--- src/rtl/div_sequencer.sv ---
// Multi-cycle restoring divider for DIV/DIVU: latches operands on accept, iterates
// one quotient bit per cycle, applies the sign fix-up and returns {remainder, quotient}.
module div_sequencer #(
    parameter int unsigned WIDTH = 32
) (
    input  logic                 clk,
    input  logic                 rst,
    input  logic                 signed_div_i,
    input  logic [WIDTH-1:0]     opdata1_i,
    input  logic [WIDTH-1:0]     opdata2_i,
    input  logic                 start_i,
    input  logic                 annul_i,
    output logic [2*WIDTH-1:0]   result_o,
    output logic                 ready_o
);

    localparam int unsigned CNT_W = $clog2(WIDTH + 1);

    typedef enum logic [1:0] {
        S_IDLE   = 2'd0,
        S_BYZERO = 2'd1,
        S_ON     = 2'd2,
        S_END    = 2'd3
    } state_e;

    state_e             state_q, state_d;
    logic [CNT_W-1:0]   cnt_q, cnt_d;
    logic [WIDTH-1:0]   divisor_q, divisor_d;
    logic [WIDTH-1:0]   rem_q, rem_d;
    logic [WIDTH-1:0]   quo_q, quo_d;
    logic               neg_quo_q, neg_quo_d;
    logic               neg_rem_q, neg_rem_d;
    logic [2*WIDTH-1:0] result_q, result_d;
    logic               ready_q, ready_d;

    logic [WIDTH-1:0]   mag1, mag2;
    logic [WIDTH:0]     rem_shift, trial;
    logic [WIDTH-1:0]   quo_fix, rem_fix;
    logic               abort;

    always_comb begin
        state_d   = state_q;
        cnt_d     = cnt_q;
        divisor_d = divisor_q;
        rem_d     = rem_q;
        quo_d     = quo_q;
        neg_quo_d = neg_quo_q;
        neg_rem_d = neg_rem_q;
        result_d  = result_q;
        ready_d   = ready_q;

        // Magnitudes of the incoming operands; the most negative value maps to 2^(WIDTH-1).
        mag1 = (signed_div_i && opdata1_i[WIDTH-1]) ? (~opdata1_i + WIDTH'(1)) : opdata1_i;
        mag2 = (signed_div_i && opdata2_i[WIDTH-1]) ? (~opdata2_i + WIDTH'(1)) : opdata2_i;

        // One restoring step: a set top bit of trial means the subtraction borrowed.
        rem_shift = {rem_q, quo_q[WIDTH-1]};
        trial     = rem_shift - {1'b0, divisor_q};

        quo_fix = neg_quo_q ? (~quo_q + WIDTH'(1)) : quo_q;
        rem_fix = neg_rem_q ? (~rem_q + WIDTH'(1)) : rem_q;

        abort = annul_i || !start_i;

        case (state_q)
            S_IDLE: begin
                if (start_i && !annul_i) begin
                    divisor_d = mag2;
                    quo_d     = mag1;
                    rem_d     = '0;
                    cnt_d     = '0;
                    neg_quo_d = signed_div_i && (opdata1_i[WIDTH-1] ^ opdata2_i[WIDTH-1]);
                    neg_rem_d = signed_div_i && opdata1_i[WIDTH-1];
                    state_d   = (opdata2_i == '0) ? S_BYZERO : S_ON;
                end
            end
            S_BYZERO: begin
                if (abort) begin
                    state_d = S_IDLE;
                end else begin
                    state_d  = S_END;
                    result_d = '0;
                    ready_d  = 1'b1;
                end
            end
            S_ON: begin
                if (abort) begin
                    state_d = S_IDLE;
                end else if (cnt_q < CNT_W'(WIDTH)) begin
                    if (!trial[WIDTH]) begin
                        rem_d = trial[WIDTH-1:0];
                        quo_d = {quo_q[WIDTH-2:0], 1'b1};
                    end else begin
                        rem_d = rem_shift[WIDTH-1:0];
                        quo_d = {quo_q[WIDTH-2:0], 1'b0};
                    end
                    cnt_d = cnt_q + CNT_W'(1);
                end else begin
                    state_d  = S_END;
                    result_d = {rem_fix, quo_fix};
                    ready_d  = 1'b1;
                end
            end
            S_END: begin
                if (abort) begin
                    state_d  = S_IDLE;
                    result_d = '0;
                    ready_d  = 1'b0;
                end
            end
            default: begin
                state_d  = S_IDLE;
                result_d = '0;
                ready_d  = 1'b0;
            end
        endcase
    end

    always_ff @(posedge clk or negedge rst) begin
        if (!rst) begin
            state_q   <= S_IDLE;
            cnt_q     <= '0;
            divisor_q <= '0;
            rem_q     <= '0;
            quo_q     <= '0;
            neg_quo_q <= 1'b0;
            neg_rem_q <= 1'b0;
            result_q  <= '0;
            ready_q   <= 1'b0;
        end else begin
            state_q   <= state_d;
            cnt_q     <= cnt_d;
            divisor_q <= divisor_d;
            rem_q     <= rem_d;
            quo_q     <= quo_d;
            neg_quo_q <= neg_quo_d;
            neg_rem_q <= neg_rem_d;
            result_q  <= result_d;
            ready_q   <= ready_d;
        end
    end

    assign result_o = result_q;
    assign ready_o  = ready_q;

endmodule
--- config.mk ---
export PLATFORM = sky130hd
export DESIGN_NAME = div_sequencer
export DESIGN_NICKNAME = d
export VERILOG_FILES = /design/src/rtl/div_sequencer.sv
export SDC_FILE = /design/constraint.sdc
export NUM_CORES = 1
export LEC_CHECK = 0
export CAP_MARGIN = 20
export CORE_UTILIZATION = 40
export DETAILED_ROUTE_END_ITERATION = 6
export SLEW_MARGIN = 30
export SYNTH_ARGS = -nofsm -noshare
export SYNTH_HDL_FRONTEND = slang
export SYNTH_SLANG_ARGS = --single-unit
--- constraint.sdc ---
create_clock -name clk -period 4.35 [get_ports clk]
set_input_delay 0.6525 -clock clk [delete_from_list [all_inputs] [get_ports clk]]
set_output_delay 0.6525 -clock clk [all_outputs]
set_load 0.02 [all_outputs]
; ---- Yosys cells after proc, flatten, opt, wreduce, memory -nomap -nowiden
; Index checks and enable logic that the tools add are counted.
[word_totals]
word_cells = 81
in_bits = 69
out_inout_bits = 65
ff_bits = 171
[op_classes]
addsub = 6
eq_ne = 10
order_cmp = 1
reduce_logical = 15
mux = 35
bitwise = 5
[op_table]
columns = op, n
row1 = 32-bit 2-to-1 mux, 11
row2 = 64-bit 2-to-1 mux, 4
row3 = 64-bit case mux with 3 select lines, 1
row4 = "32-bit by 1-bit adder with 32-bit output, second input constant", 4
row5 = 32-bit NOT, 4
row6 = 32-bit case mux with 2 select lines, 2
row7 = 33-bit by 32-bit subtractor with 33-bit output, 1
row8 = 32-bit logical NOT, 1
row9 = 6-bit 2-to-1 mux, 3
row10 = 2-bit 2-to-1 mux, 6
row11 = "2-bit != test, second input constant", 6
row12 = 6-bit case mux with 2 select lines, 1
row13 = 2-bit case mux with 4 select lines, 1
row14 = "6-bit by 1-bit adder with 6-bit output, second input constant", 1
row15 = "6-bit less-than comparator, second input constant", 1
row16 = 1-bit 2-to-1 mux, 5
row17 = 5-bit AND reduction, 1
row18 = "2-bit == test, second input constant", 2
row19 = 1-bit logical AND, 4
row20 = 4-bit AND reduction, 1
row21 = "3-bit != test, second input constant", 1
row22 = 1-bit case mux with 3 select lines, 1
row23 = 3-bit AND reduction, 1
row24 = 3-bit nonzero test, 1
row25 = other kinds (7), 8

; ---- Logic depth before layout (Yosys ltp)
[logic_depth]
word_depth = 6
mapped_depth = 14
mapped_depth_nobuf = 12

; ---- Worst setup path before layout
; OpenSTA, ideal clock, no wires.
[synth_path]
kind = reg-to-reg
from = register quo_q[31]
to = register rem_q[27]
slack_ps = 1225
setup_ps = 66
arrival_time_ps = 3059
t_required_ps = 4284
stages_incl_launch_ff = 15
n_path_buf = 2
period_less_slack_ps = 3125
cell_sequence = dfrtp_1 > inv_1 > ha_1 > fa_1 > nand2b_1 > a21o_1 > a211oi_1 > o2111ai_1 > a21oi_1 > mux2i_1 > and2_1 > buf_2 > buf_2 > o2111ai_1 > nand2_1
[synth_via]
elab_chain_cells = 5
[synth_lines]
columns = element, line
row1 = "start, declared", 30  ; logic [WIDTH-1:0] quo_q, quo_d;
row2 = "start signal, assigned", 135  ; quo_q <= quo_d;
row3 = 33-bit by 32-bit subtractor with 33-bit output, 58  ; trial = rem_shift - {1'b0, divisor_q};
row4 = 32-bit 2-to-1 mux, 90  ; if (!trial[WIDTH]) begin
row5 = 32-bit 2-to-1 mux, 89  ; end else if (cnt_q < CNT_W'(WIDTH)) begin
row6 = 32-bit 2-to-1 mux, 87  ; if (abort) begin
row7 = 32-bit case mux with 2 select lines, 65  ; case (state_q)
row8 = "end signal, assigned", 134  ; rem_q <= rem_d;
row9 = "end, declared", 29  ; logic [WIDTH-1:0] rem_q, rem_d;
; Every way passes these cells. The select of a mux whose other input is x is not followed.
; A chain may end at the register's enable or synchronous reset.

; ---- Worst setup path after layout
[layout_path]
from = register quo_q[31]
to = register rem_q[21]
; Same word-level chain as after synthesis.

==> flow_metrics.env <==
export IMPL_grt_antenna_before_repair=0
export IMPL_synth_avg_cell_area_um2=8.29
export IMPL_ctsHtreeMaxLevel=4
export IMPL_ir_drop_worst_vdd_mv=0.286
export IMPL_timing_critical_path_required_ns=4.64
export IMPL_worst_r2r_path_depth=13
export IMPL_post_synth_instance_area_um2=11200
export IMPL_crit_fanout=12
export IMPL_synth_largest_area_cell="sky130_fd_sc_hd__dfrtp_1"
export IMPL_yosys_warnings=0
export IMPL_area_of_the_die_um2=28700
export IMPL_place_congestion=0.890
export IMPL_critical_path_startpoint_type="register"
export IMPL_most_frequent_standard_cell_in_the_layout_excluding_fill_and_tap_cells="sky130_fd_sc_hd__nand2_1"
export IMPL_ys_ff_latch=171
export IMPL_hold_fix_buffers_cts=0
export IMPL_stdcell_count=1847
export IMPL_nNetsFinal=1573
export IMPL_synth_nets=1464
export IMPL_cts_tree="done"
export IMPL_fill_cells=2659
export IMPL_drt_antenna_violating_nets=0
export IMPL_clock_sinks=171
export IMPL_layout_cells_most_common_list="sky130_fd_sc_hd__nand2_1 (221), sky130_fd_sc_hd__o21ai_0 (180), sky130_fd_sc_hd__dfrtp_1 (170)"
export IMPL_final_hold_violation_count=0
export IMPL_wl_per_cell_um=16.4
export IMPL_floorplan_core_area_um2=27300
export IMPL_synth_edf_count=0
export IMPL_core_rowCount=60
export IMPL_number_of_port_buffers=133
export IMPL_post_cts_repair_setup_buffers=0
export IMPL_placed_cells=1815
export IMPL_global_route_overflow_total=0
export IMPL_synth_top_flop_cell="sky130_fd_sc_hd__dfrtp_1"
export IMPL_cts_root_buffer="sky130_fd_sc_hd__clkbuf_16"
export IMPL_synth_cell_type_count=64
export IMPL_drv_max_cap_violation_count=0
export IMPL_worst_setup_path_type="register to register"
export IMPL_critPathCaptureType="register"
export IMPL_top_area_cell_type_share_of_the_netlist_area=0.382
export IMPL_leakage_nw=5.87
export IMPL_timing_worst_slew_pin_value_ns=1.00
export IMPL_synth_sequential_area_ratio=0.382
export IMPL_vias=9985
export IMPL_cts_resized=0
export IMPL_run_status="finished, final reports clean"
export IMPL_die_y_um=169
export IMPL_worstPathArrival_ns=4.16
export IMPL_power_density_relative_to_cell_area_nw_per_um2=693
export IMPL_clk_skew_ns=0.0119
export IMPL_chipWidth_um=169
export IMPL_post_route_cells_drive_above_1_share=0.0529
export IMPL_timing_slew_headroom=0.330
export IMPL_route_detailed_drc=0
export IMPL_cts_clk_slew_worst_paths_ns=0.08
export IMPL_synthesis_instances=1353
export IMPL_grt_pass1_vias=9498
export IMPL_final_max_slew_viol_count=0
export IMPL_setup_viol=0
export IMPL_detailed_place_hpwl_mm=22.4
export IMPL_tns_ns=0
export IMPL_initial_core_util=0.411
export IMPL_max_clock_freq_mhz=259
export IMPL_detailed_route_wl_mm=30.4
export IMPL_asyncSetResetFlopFracSynth=1.00
export IMPL_ios=134
export IMPL_max_clock_path_buffers=2
export IMPL_dr_pass1_iters=6
export IMPL_antenna_cells_inserted=0
export IMPL_min_delay_path_class="input port to async pin"
export IMPL_flow_area_growth_from_synthesis_pct=20.9
export IMPL_drt_iter0_drc=667
export IMPL_unrepaired_setup_endpoints_after_global_routing="false"
export IMPL_vias_per_cell=5.41
export IMPL_fin_crit_sh=0.889
export IMPL_grt_start_max_net_pins=107
export IMPL_post_synth_main_area_contributors="sky130_fd_sc_hd__dfrtp_1 (38%), sky130_fd_sc_hd__o21ai_0 (8.0%), sky130_fd_sc_hd__nand2_1 (7.4%)"
export IMPL_global_route_wire_length_before_repair_mm=50.1
export IMPL_numCtsBuffers=17
export IMPL_grtUsageTotal=0.219
export IMPL_final_period_minus_worst_setup_slack_ns=3.87
export IMPL_worstSkewPairLatency_ns=0.43
-- synth_stat cells (all sizes together), types with 11 or more instances --
cell type  count
nand2        222
o21ai        182
dfrtp        171
xor2          92
nor2          81
a21oi         79
clkbuf        59
nand3         55
xnor2         53
inv           50
ha            41
o31ai         40
nor3          20
mux2i         16
or4           16
o41ai         15
a21o          11
and2          11
or3           11
-- per-layer routing --
metal | share of wire | vias up | GRT usage
met5 | 0 | - | 0
met1 | 0.52 | 4729 | 0.334
li1 | - | 4987 | -
met2 | 0.42 | 248 | 0.325
met3 | 0.045 | 21 | 0.0273
met4 | 0.0090 | 0 | 0.0541
-- final timing paths --
check                                       endpoint  slack, ns               startpoint
setup / recovery               rem_q[21]$_DFFE_PN0P_       0.48    quo_q[31]$_DFFE_PN0P_
hold / removal              result_o[11]$_DFFE_PN0P_       0.25                      rst
hold reg to reg              result_o[9]$_DFFE_PN0P_       0.48  result_o[9]$_DFFE_PN0P_
max in group asynchronous  divisor_q[29]$_DFFE_PN0P_       3.13                      rst
min in group clk             result_o[9]$_DFFE_PN0P_       0.48  result_o[9]$_DFFE_PN0P_
setup reg to reg               rem_q[21]$_DFFE_PN0P_       0.48    quo_q[31]$_DFFE_PN0P_
-- area by class of cell --
class	instances	area [um^2]	area share
inverter	51	191	0.0141
sequential	171	4280	0.316
clock buffer	18	439	0.0324
multi-input combinational	1063	6490	0.479
clock inverter	14	150	0.0111
tap	372	465	0.0343
timing repair buffer	158	1540	0.113
-- critical path: stages, from the launching register on --
cell and delay (ns):
sky130_fd_sc_hd__dfrtp_1 0.38, sky130_fd_sc_hd__inv_1 0.07, sky130_fd_sc_hd__ha_1 0.21, sky130_fd_sc_hd__fa_1 0.38
sky130_fd_sc_hd__nand2b_1 0.19, sky130_fd_sc_hd__a21o_1 0.20, sky130_fd_sc_hd__a211oi_1 0.30, sky130_fd_sc_hd__o2111ai_1 0.23
sky130_fd_sc_hd__a21oi_1 0.35, sky130_fd_sc_hd__mux2i_1 0.36, sky130_fd_sc_hd__and2_1 0.50, sky130_fd_sc_hd__buf_4 0.29
sky130_fd_sc_hd__mux2i_1 0.19, sky130_fd_sc_hd__o21ai_0 0.08
-- kinds of logic (layout without fill, tap and decap cells) --
family | Yosys count | count (layout) | synth area share
buffers and inverters | 119 | 241 | 0.0420
AND/OR/NAND/NOR | 469 | 469 | 0.191
flip-flops | 171 | 171 | 0.382
adder cells (fa/ha/maj) | 42 | 42 | 0.0475
XOR/XNOR | 145 | 145 | 0.113
AO/OA/AOI/OAI | 391 | 391 | 0.211
multiplexers | 16 | 16 | 0.0143
-- per-stage QoR --
stage | total power, mW | instance area (um^2) | hold slack (ns) | setup WS, ns | util
3_5_place_dp | 7.80 | 13000 | 0.468 | 0.469 | 0.476
6_report | 9.39 | 13600 | 0.247 | 0.483 | 0.497
3_3_place_gp | 7.75 | 13000 | 0.463 | 0.617 | 0.476
4_1_cts | 9.38 | 13600 | 0.312 | 0.483 | 0.497
2_1_floorplan | 6.36 | 11200 | 0.357 | 1.22 | -
5_1_grt | 10.2 | 13600 | 0.339 | 0.238 | 0.497
-- power breakdown --
group / leakage, nW / internal [mW] / switching (mW)
clock: 0.282 / 0.829 / 0.714
combinational: 3.32 / 2.11 / 3.08
sequential: 2.26 / 2.05 / 0.611
-- flip-flops by register name, indices dropped and copies added, names as in the netlist --
| name | cells |
|---|---|
| cnt_q | 6 |
| divisor_q | 32 |
| neg_quo_q | 1 |
| neg_rem_q | 1 |
| quo_q | 32 |
| ready_o | 1 |
| rem_q | 32 |
| result_o | 64 |
| state_q | 2 |
(Power assumes the default switching activity.)
